===== config.mk =====
export PLATFORM = sky130hd
export DESIGN_NAME = percep_wght_seq
export DESIGN_NICKNAME = d
export VERILOG_FILES = /design/src/rtl/percep_wght_seq.sv
export SDC_FILE = /design/constraint.sdc
export NUM_CORES = 1
export LEC_CHECK = 0
export CELL_PAD_IN_SITES_DETAIL_PLACEMENT = 0
export CELL_PAD_IN_SITES_GLOBAL_PLACEMENT = 1
export CORE_UTILIZATION = 36
export DETAILED_ROUTE_END_ITERATION = 10
export PLACE_DENSITY = 0.91
export REMOVE_ABC_BUFFERS = 1
export SYNTH_ARGS = -nofsm -noshare
export SYNTH_HDL_FRONTEND = slang
export SYNTH_SLANG_ARGS = --single-unit

===== constraint.sdc =====
create_clock -name clk -period 6.1 [get_ports clk]
set_input_delay 1.22 -clock clk [delete_from_list [all_inputs] [get_ports clk]]
set_output_delay 1.22 -clock clk [all_outputs]
set_load 0.02 [all_outputs]

===== src/rtl/percep_wght_seq.sv =====
// Weight-memory sequencer for the perceptron: LOAD fetches w0..w(ATTR-1) into a
// parallel vector, WRITEBACK stores an updated vector one word per cycle.
module percep_wght_seq #(
    parameter int unsigned ATTR          = 5,
    parameter int unsigned MEM_ADDR_WGHT = 3,
    parameter int unsigned FP_WIDTH      = 16
) (
    input  logic                       clk,
    input  logic                       rst,
    input  logic                       load_req,
    input  logic                       wb_req,
    input  logic [ATTR*FP_WIDTH-1:0]   wght_new,
    output logic [ATTR*FP_WIDTH-1:0]   wght_vec,
    output logic                       load_done,
    output logic                       wb_done,
    output logic                       busy,
    output logic                       mem_cs,
    output logic                       mem_we,
    output logic                       mem_oe,
    output logic [MEM_ADDR_WGHT-1:0]   mem_addr,
    output logic [FP_WIDTH-1:0]        mem_din,
    input  logic [FP_WIDTH-1:0]        mem_dout
);

    localparam int unsigned CNT_W = (ATTR > 1) ? $clog2(ATTR) : 1;
    localparam int unsigned VEC_W = ATTR * FP_WIDTH;
    localparam logic [CNT_W-1:0] CNT_LAST = CNT_W'(ATTR - 1);

    typedef enum logic [1:0] {
        ST_IDLE = 2'd0,
        ST_LOAD = 2'd1,
        ST_WB   = 2'd2
    } state_t;

    state_t            state_q, state_d;
    logic [CNT_W-1:0]  cnt_q, cnt_d;
    logic              load_pend_q, load_pend_d;
    logic [VEC_W-1:0]  shadow_q, shadow_d;
    logic [VEC_W-1:0]  wght_vec_q, wght_vec_d;
    logic              load_done_q, load_done_d;
    logic              wb_done_q, wb_done_d;
    logic [FP_WIDTH-1:0] shadow_word;

    assign wght_vec  = wght_vec_q;
    assign load_done = load_done_q;
    assign wb_done   = wb_done_q;
    assign busy      = (state_q != ST_IDLE);

    // Select the shadow word addressed by cnt for writeback data
    always_comb begin
        shadow_word = '0;
        for (int unsigned i = 0; i < ATTR; i++) begin
            if (cnt_q == CNT_W'(i)) begin
                shadow_word = shadow_q[i*FP_WIDTH +: FP_WIDTH];
            end
        end
    end

    // Memory port drive, decoded from state and word index
    always_comb begin
        mem_cs   = 1'b0;
        mem_we   = 1'b0;
        mem_oe   = 1'b0;
        mem_addr = '0;
        mem_din  = '0;
        case (state_q)
            ST_LOAD: begin
                mem_cs   = 1'b1;
                mem_oe   = 1'b1;
                mem_addr = MEM_ADDR_WGHT'(cnt_q);
            end
            ST_WB: begin
                mem_cs   = 1'b1;
                mem_we   = 1'b1;
                mem_addr = MEM_ADDR_WGHT'(cnt_q);
                mem_din  = shadow_word;
            end
            default: ;
        endcase
    end

    // Next-state, word index, pending-load slot and data capture
    always_comb begin
        state_d     = state_q;
        cnt_d       = cnt_q;
        load_pend_d = load_pend_q;
        shadow_d    = shadow_q;
        wght_vec_d  = wght_vec_q;
        load_done_d = 1'b0;
        wb_done_d   = 1'b0;
        case (state_q)
            ST_IDLE: begin
                if (wb_req) begin
                    // Writeback wins; a simultaneous load is replayed afterwards
                    shadow_d = wght_new;
                    cnt_d    = '0;
                    state_d  = ST_WB;
                    if (load_req) begin
                        load_pend_d = 1'b1;
                    end
                end else if (load_req || load_pend_q) begin
                    load_pend_d = 1'b0;
                    cnt_d       = '0;
                    state_d     = ST_LOAD;
                end
            end
            ST_LOAD: begin
                if (load_req) begin
                    load_pend_d = 1'b1;
                end
                for (int unsigned i = 0; i < ATTR; i++) begin
                    if (cnt_q == CNT_W'(i)) begin
                        wght_vec_d[i*FP_WIDTH +: FP_WIDTH] = mem_dout;
                    end
                end
                if (cnt_q == CNT_LAST) begin
                    cnt_d       = '0;
                    load_done_d = 1'b1;
                    state_d     = ST_IDLE;
                end else begin
                    cnt_d = cnt_q + CNT_W'(1);
                end
            end
            ST_WB: begin
                if (load_req) begin
                    load_pend_d = 1'b1;
                end
                if (cnt_q == CNT_LAST) begin
                    cnt_d     = '0;
                    wb_done_d = 1'b1;
                    state_d   = ST_IDLE;
                end else begin
                    cnt_d = cnt_q + CNT_W'(1);
                end
            end
            default: begin
                state_d = ST_IDLE;
                cnt_d   = '0;
            end
        endcase
    end

    // State and datapath registers with synchronous reset
    always_ff @(posedge clk) begin
        if (rst) begin
            state_q     <= ST_IDLE;
            cnt_q       <= '0;
            load_pend_q <= 1'b0;
            shadow_q    <= '0;
            wght_vec_q  <= '0;
            load_done_q <= 1'b0;
            wb_done_q   <= 1'b0;
        end else begin
            state_q     <= state_d;
            cnt_q       <= cnt_d;
            load_pend_q <= load_pend_d;
            shadow_q    <= shadow_d;
            wght_vec_q  <= wght_vec_d;
            load_done_q <= load_done_d;
            wb_done_q   <= wb_done_d;
        end
    end

endmodule


---- After elaboration in Yosys (flattened, before gate mapping) ----
Index checks and enable logic that the tools add are counted.
storage, ports and cells
  input port bits ......................... 100
  register bits after elaboration ......... 168
  logic and storage cells ................. 61
  output and inout bits ................... 105
cells by class
  muxes and demuxes ....................... 23
  bitwise operators ....................... 2
  $add $sub $neg .......................... 1
  equality and inequality tests ........... 8
  reductions and logical operators ........ 16
operator list
  operator               number
  $mux W16               6
  $reduce_and A2 Y1      8
  $mux W3                4
  $mux W1                7
  $eq A3 B2 Y1 const B   2
  $mux W2                3
  $pmux W3 S2            1
  $reduce_or A2 Y1       3
  $pmux W2 S2            1
  $reduce_bool A2 Y1     2
  $add A3 B1 Y3 const B  1
  $eq A3 B1 Y1 const B   1
  $eq A3 B3 Y1 const B   1
  $logic_not A3 Y1       1
  $ne A3 B3 Y1 const B   1
  $eq A2 B1 Y1 const B   1
  $eq A2 B2 Y1 const B   1
  $logic_not A2 Y1       1
  $ne A2 B1 Y1 const B   1
  $not A1 Y1             2
  $pmux W1 S2            1
  $logic_or A1 B1 Y1     1

---- Depth between registers and ports, before layout ----
Gate-level depths: netlist (run 1).
  depth after elaboration ................. 7
  mapped depth ............................ 10

---- Least setup slack after synthesis (run 1) ----
Ideal clock, no wire load.
  path kind ............................... register -> output
  start ................................... reg cnt_q[2]
  end ..................................... out mem_din[10]
  buffers on the path ..................... 4
  arrival time ............................ 1.880 ns
  cell stages (with the launch flop) ...... 9
  slack ................................... 3.000 ns
  cell sequence ........................... dfxtp_1 -> buf_6 -> clkbuf_1 -> inv_1 -> ha_1 -> buf_4 -> nor3b_4 -> buf_4 -> a32o_1
on the way
  word-level cells in the longest chain between the ends .. 7
RTL lines
  element                 RTL line  text
  from (decl)             36        logic [CNT_W-1:0] cnt_q, cnt_d;
  from (signal assigned)  155       cnt_q <= cnt_d;
  $logic_not A3 Y1        53        if (cnt_q == CNT_W'(i)) begin
  $mux W16 (4 in series)  53
  $mux W16 (*)            53
  $mux W16 (*)            66        case (state_q)
  to (decl)               21        output logic [FP_WIDTH-1:0] mem_din,
Mark *: on every way between the ends. The rest lies on a longest branch, timed or not.

---- Worst setup path in the final report (run 1) ----
  start ................................... reg state_q[0]
  end ..................................... out mem_din[14]
on the way
  word-level cells in the longest chain between the ends .. 2
RTL lines
  element                 RTL line  text
  from (decl)             35        state_t state_q, state_d;
  from (signal assigned)  154       state_q <= state_d;
  $eq A2 B2 Y1            66
  $mux W16                66
Every way passes these cells.

==> summary.md, run 1 <==
| Metric | Value |
|---|---|
| Clock input transition at the sequential cells of the worst setup and hold paths | `about 0.070 ns` |
| Worst reg2reg startpoint | `cnt_q[0]` |
| Endpoint of the lowest-slack register-to-register path | `wght_vec[19]` |
| CTS tree | `built` |
| Detail Placement HPWL | `13100 um` |
| Final Wtd Congestion | `0.771` |
| Total design power | `3.26 mW` |
| Row count | `50` |
| DRT iter0 DRCs | `366` |
| Postcts setup bufs | `0` |
| Wirelength, routed | `~20000 um` |
| Status | `finished clean` |
| Number of global-route vias before repair | `5849` |
| Number of buffer cells added on primary ports | `between 200 and 250` |
| Nets | `between 1000 and 1500` |
| Initial antenna violation count | `0` |
| Fraction of the cycle the final worst path needs | `75.3%` |
| CTS hold repair buffers | `0` |
| Hold Vio Cnt, Final | `0` |
| Cell chosen for the clock root | `clkbuf_16` |
| Sink Count | `168` |
| Worst hold slack | `0.450 ns` |
| Area grow syn2layout | `37.2%` |
| CP Capture Type | `primary output` |
| Static Leakage | `3.25 nW` |
| Commonest non-fill, non-tap cell in the layout | `nand2_1` |
| Total CTS buffers | `17` |
| Maximum number of buffers from clock root to sink | `2` |
| Global-route usage over all layers | `20.4%` |
| Detail Route Antenna Nets | `0` |
| Placed standard-cell area | `8900 um^2` |
| Maximum number of pins on one net before global-route repair | `87` |
| Global-route wire length before repair | `about 31000 um` |
| Number of distinct library cells after synthesis | `33` |
| Final design area excluding fillers | `between 9000 and 10000 um^2` |
| Synth Cell Area | `6910 um^2` |
| Die area | `between 15000 and 20000 um^2` |
| Worst Reg2Reg Path Length in Cells | `4` |
| Die width | `roughly 140 um` |
| Warnings, synthesis | `0` |
| Core area | `18800 um^2` |
| Endpoint arrival time on the critical path | `3.37 ns` |
| Critical path class | `register to primary output` |
| Setup TNS | `0 ns` |
| Vias post-DR | `6496` |
| First-pass iteration count of the detailed router | `5` |
| Remaining routing DRC violations | `0` |
| Total grt overflow | `0` |
| VDD IR max | `0.000186 V` |
| Min Tclk post-route | `4.59 ns` |
| Storage element area | `between 3000 and 4000 um^2` |
| Data required time at the worst endpoint | `4.88 ns` |
| Max Clock Freq | `between 200 and 250 MHz` |
| Area occupied by multi-input gates | `3140 um^2` |
| Final-report max-slew violation count | `0` |
| Flip-flop and latch count after synthesis | `168` |
| Setup violations, final | `0` |
| Max Clock Skew | `0.00854 ns` |
| Final core occ | `50.5%` |
| Hold Path Class | `register to register` |
| Initial cell density of the core | `36.8%` |
| Average instance area after synthesis | `approximately 7.6 um^2` |
| RSZ-0062 raised after global routing | `false` |
| Resize count post-CTS | `0` |
| Kind of start point of the critical path | `register` |
| Die span in y | `141 um` |
| Number of inserted diodes | `0` |
| Vias/cell | `4.97` |
| Routed wire length per instance | `roughly 15 um` |
| Number of maximum-capacitance violations | `0` |
| Source-to-sink clock delay at the later pin of the worst-skew pair | `0.43 ns` |
| Fraction of layout cells with a size suffix above 1 | `under 10%` |
| Pwr dens | `344 nW/um^2` |
| Largest fanout on the critical path | `19` |
| Worst setup path start | `state_q[0]` |
| Sequential share of the synthesized area | `between 40% and 50%` |
| Reg-to-reg slack, setup | `3.58 ns` |
| Fill cells | `1826` |
| Cell count after synthesis | `904` |
| Boundary pin count | `205` |
| Tightest Pin Transition | `1.17 ns` |
| Commonest cells after routing, fill and taps aside | `nand2_1, clkdlybuf4s50_1, a21oi_1` |
| H-tree depth reported by CTS | `4` |
| Headroom to the max-slew limit | `21.8%` |
| Crit path to | `mem_din[14]` |
## metrics by stage
stage / worst slack [ns] / cells
2_1_floorplan: 2.79 / 831
3_3_place_gp: 2.04 / 1275
3_5_place_dp: 1.96 / 1275
4_1_cts: 1.49 / 1307
5_1_grt: 1.33 / 1307
6_report: 1.51 / 1307
## synthesized netlist by cell type, drive strengths merged
cell,instances,area [um^2]
a21boi,1,7.51
ha,8,100
nor2,3,11.3
nor3b,1,18.8
clkbuf,27,103
or3,2,12.5
a211oi,1,7.51
a21bo,1,10.0
nor3,1,5.00
a32o,16,160
o21a,2,15.0
nand2,358,1340
o21ai,33,199
nand3,17,90.1
and3b,4,35.0
buf,46,290
nor4b,1,23.8
and2,6,40.0
nand2b,17,106
dfxtp,168,3360
inv,6,22.5
nand3b,4,41.3
a21oi,180,901
and3,1,6.26
## kinds of logic (layout without fill, tap and decap cells)
| family | Yosys count | count (layout) | synth area share (%) |
|---|---|---|---|
| and+or+nand+nor | 415 | 415 | 25.1 |
| DFF | 168 | 168 | 48.7 |
| buffers and inverters | 79 | 248 | 6.01 |
| adders and majority gates | 8 | 8 | 1.45 |
| AOI/OAI and AO/OA | 234 | 234 | 18.8 |
## sequential cells by signal, summed over array words and instances (netlist names)
register / cells
wght_vec: 80
state_q: 2
wb_done: 1
load_pend_q: 1
shadow_q: 80
cnt_q: 3
load_done: 1
## per-layer routing
metal	share of wire, %	routed length (um)	track usage [%]
met1	43	8650	24.7
met2	47	9570	34.2
met3	9.1	1840	7.68
met4	0.82	165	4.75
met5	0	0	0
## where the power goes
part           internal, mW  total [mW]  switching, mW
clock                 0.548        1.06          0.510
sequential             1.24        1.31         0.0725
combinational         0.331       0.892          0.561
## layout make-up
| class | instances | area share (%) |
|---|---|---|
| Clock buffer | 17 | 4.48 |
| Clock inverter | 15 | 1.65 |
| Inverter | 6 | 0.237 |
| Multi-Input combinational cell | 657 | 33.1 |
| Sequential cell | 168 | 35.5 |
| Tap cell | 234 | 3.09 |
| Timing Repair Buffer | 210 | 22.0 |
## critical path, cell delays in order, from the launching register on
cell             delay [ns]
dfxtp_1                0.32
inv_1                  0.10
ha_1                   0.74
nor3b_4                0.84
a32o_1                 0.28
clkdlybuf4s50_1        0.66
## worst min-delay path by stage
stage	start	cells past startpoint	to	slack, ns
floorplan	shadow_q[32]	2	shadow_q[32]	0.43
global placement	shadow_q[37]	2	shadow_q[37]	0.44
detailed placement	shadow_q[36]	2	shadow_q[36]	0.44
CTS	shadow_q[47]	2	shadow_q[47]	0.45
global route	shadow_q[40]	2	shadow_q[40]	0.46
finish	shadow_q[37]	2	shadow_q[37]	0.45
No activity file was read; power rests on OpenSTA's default activity.
==> inputs of run 2 (changes only) <==
--- a/config.mk
+++ b/config.mk
@@ -7,9 +7,9 @@
 export LEC_CHECK = 0
 export CELL_PAD_IN_SITES_DETAIL_PLACEMENT = 0
 export CELL_PAD_IN_SITES_GLOBAL_PLACEMENT = 1
-export CORE_UTILIZATION = 36
+export CORE_UTILIZATION = 30
 export DETAILED_ROUTE_END_ITERATION = 10
-export PLACE_DENSITY = 0.91
+export PLACE_DENSITY = 0.81
 export REMOVE_ABC_BUFFERS = 1
 export SYNTH_ARGS = -nofsm -noshare
 export SYNTH_HDL_FRONTEND = slang
==> constraint.sdc (replaced) <==
create_clock -name clk -period 4.1 [get_ports clk]
set_input_delay 0.82 -clock clk [delete_from_list [all_inputs] [get_ports clk]]
set_output_delay 0.82 -clock clk [all_outputs]
set_load 0.02 [all_outputs]
==> summary.md, run 2 (synthesis results as in run 1) <==
| Metric | Value |
|---|---|
| Cell chosen for the clock root | `clkbuf_16 (unchanged)` |
| Number of global-route vias before repair | `6132 (was 5849)` |
| Hold Vio Cnt, Final | `0 (unchanged)` |
| Nets | `1176 (was 1168)` |
| Status | `finished clean (unchanged)` |
| Headroom to the max-slew limit | `41.6% (was 21.8%)` |
| Final Wtd Congestion | `0.777 (was 0.771)` |
| Core area | `22600 um^2 (was 18800 um^2)` |
| Area grow syn2layout | `39.6% (was 37.2%)` |
| Area occupied by multi-input gates | `3140 um^2 (unchanged)` |
| Tightest Pin Transition | `0.876 ns (was 1.17 ns)` |
| Detail Placement HPWL | `14000 um (was 13100 um)` |
| Initial cell density of the core | `30.5% (was 36.8%)` |
| Max Clock Skew | `0.0137 ns (was 0.00854 ns)` |
| Global-route wire length before repair | `33400 um (was 31400 um)` |
| Detail Route Antenna Nets | `0 (unchanged)` |
| Min Tclk post-route | `3.53 ns` |
| Maximum number of pins on one net before global-route repair | `102 (was 87)` |
| Die area | `23700 um^2 (was 19800 um^2)` |
| Wirelength, routed | `21100 um (was 20200 um)` |
| CTS hold repair buffers | `0 (unchanged)` |
| Pwr dens | `519 nW/um^2 (was 344 nW/um^2)` |
| Total grt overflow | `0 (unchanged)` |
| DRT iter0 DRCs | `270 (was 366)` |
| Commonest cells after routing, fill and taps aside | `nand2_1, clkdlybuf4s50_1, a21oi_1 (unchanged)` |
| Initial antenna violation count | `1 (was 0)` |
| H-tree depth reported by CTS | `4 (unchanged)` |
| Source-to-sink clock delay at the later pin of the worst-skew pair | `0.43 ns (about the same)` |
| Kind of start point of the critical path | `register (unchanged)` |
| CTS tree | `built (unchanged)` |
| Storage element area | `3360 um^2 (unchanged)` |
| Worst setup path start | `cnt_q[0] (was state_q[0])` |
| Routed wire length per instance | `15.5 um (about the same)` |
| Maximum number of buffers from clock root to sink | `2 (unchanged)` |
| Setup violations, final | `0 (unchanged)` |
| VDD IR max | `0.000244 V (was 0.000186 V)` |
| Die span in y | `154 um (was 141 um)` |
| Worst hold start | `shadow_q[36] (was shadow_q[37])` |
| Fraction of layout cells with a size suffix above 1 | `6.01% (was 5.41%)` |
| Worst reg2reg startpoint | `cnt_q[0] (unchanged)` |
| Boundary pin count | `205 (unchanged)` |
| Max Clock Freq | `about 280 MHz` |
| Postcts setup bufs | `0 (unchanged)` |
| Total CTS buffers | `17 (unchanged)` |
| Number of buffer cells added on primary ports | `204 (unchanged)` |
| CP Capture Type | `primary output (unchanged)` |
| Vias post-DR | `6565 (was 6496)` |
| Global-route usage over all layers | `18.0% (was 20.4%)` |
| Resize count post-CTS | `0 (unchanged)` |
| Worst hold slack | `0.450 ns (about the same)` |
| Row count | `55 (was 50)` |
| Vias/cell | `4.81 (was 4.97)` |
| Number of inserted diodes | `0 (unchanged)` |
| Fill cells | `2300 (was 1826)` |
| Critical path class | `register to primary output (unchanged)` |
| Clock input transition at the sequential cells of the worst setup and hold paths | `0.07 ns (about the same)` |
| Static Leakage | `3.30 nW (was 3.25 nW)` |
| Data required time at the worst endpoint | `3.28 ns (was 4.88 ns)` |
| Sink Count | `168 (unchanged)` |
| Fraction of the cycle the final worst path needs | `between 80 and 90%` |
| Setup TNS | `0 ns (unchanged)` |
| Die width | `154 um (was 141 um)` |
| Commonest non-fill, non-tap cell in the layout | `nand2_1 (unchanged)` |
| Remaining routing DRC violations | `0 (unchanged)` |
| RSZ-0062 raised after global routing | `false (unchanged)` |
| Hold Path Class | `register to register (unchanged)` |
| Final-report max-slew violation count | `0 (unchanged)` |
| First-pass iteration count of the detailed router | `5 (unchanged)` |
| Largest fanout on the critical path | `18 (was 19)` |
| Number of maximum-capacitance violations | `0 (unchanged)` |
| Endpoint arrival time on the critical path | `2.71 ns (was 3.37 ns)` |
==> run 2: cell types whose count changed in the layout (fill, tap and decap cells not counted), sizes merged <==
cell      change
bufinv        +3
inv           -5
clkinvlp      +4
clkbuf        +2
buf           +8
clkinv        -4
==> run 2: through the flow <==
| step | util, % | std cells | setup slack [ns] | power [mW] | instance area (um^2) |
|---|---|---|---|---|---|
| after floorplan | - | 831 | 1.19 | 2.74 | 6520 |
| after global placement | 39.9 | 1334 | 1.07 | 3.35 | 9040 |
| after CTS | 42.6 | 1366 | 0.538 | 5.06 | 9650 |
| final | 42.6 | 1366 | 0.565 | 5.01 | 9650 |
| after global routing | 42.6 | 1366 | 0.391 | 5.28 | 9650 |
| after detailed placement | 39.9 | 1334 | 1.03 | 3.37 | 9040 |
==> run 2: worst max-delay path, cell delays in order, from the launching register on <==
cell and delay, ns:
dfxtp_1 0.36, inv_1 0.10, ha_2 0.49, and2_4 0.41
o21ai_0 0.14, a32o_1 0.23, clkdlybuf4s50_1 0.55
==> run 2: power by group <==
| part | leakage [nW] | total (mW) | switching (mW) | internal, mW |
|---|---|---|---|---|
| Clock | 0.288 | 1.68 | 0.699 | 0.983 |
| Combinational | 1.64 | 1.37 | 0.848 | 0.521 |
| Sequential | 1.37 | 1.95 | 0.113 | 1.84 |
| Total | 3.30 | 5.01 | 1.66 | 3.35 |
==> run 2: routing by layer <==
metal / vias to the layer above / share of wire [%] / track usage (%)
met1: 3011 / 46 / 23.1
li1: 3297 / - / -
met5: - / 0.052 / 0
met3: 13 / 8.8 / 5.83
met2: 242 / 45 / 29.2
met4: 2 / 0.71 / 4.33
==> run 2: layout make-up <==
cell class | instances | share of cell area, %
multi-input combinational | 657 | 32.5
timing repair buffer | 218 | 22.4
sequential | 168 | 34.9
tap | 285 | 3.70
clock inverter | 13 | 1.74
inverter | 6 | 0.233
clock buffer | 19 | 4.59
==> run 2: path summary, 6_finish.rpt <==
path              depth (start not counted)           end  slack (ns)
setup / recovery                          6    mem_din[5]        0.57
hold / removal                            2  shadow_q[36]        0.45
setup reg to reg                          6   wght_vec[8]        1.71
hold reg to reg                           2  shadow_q[36]        0.45
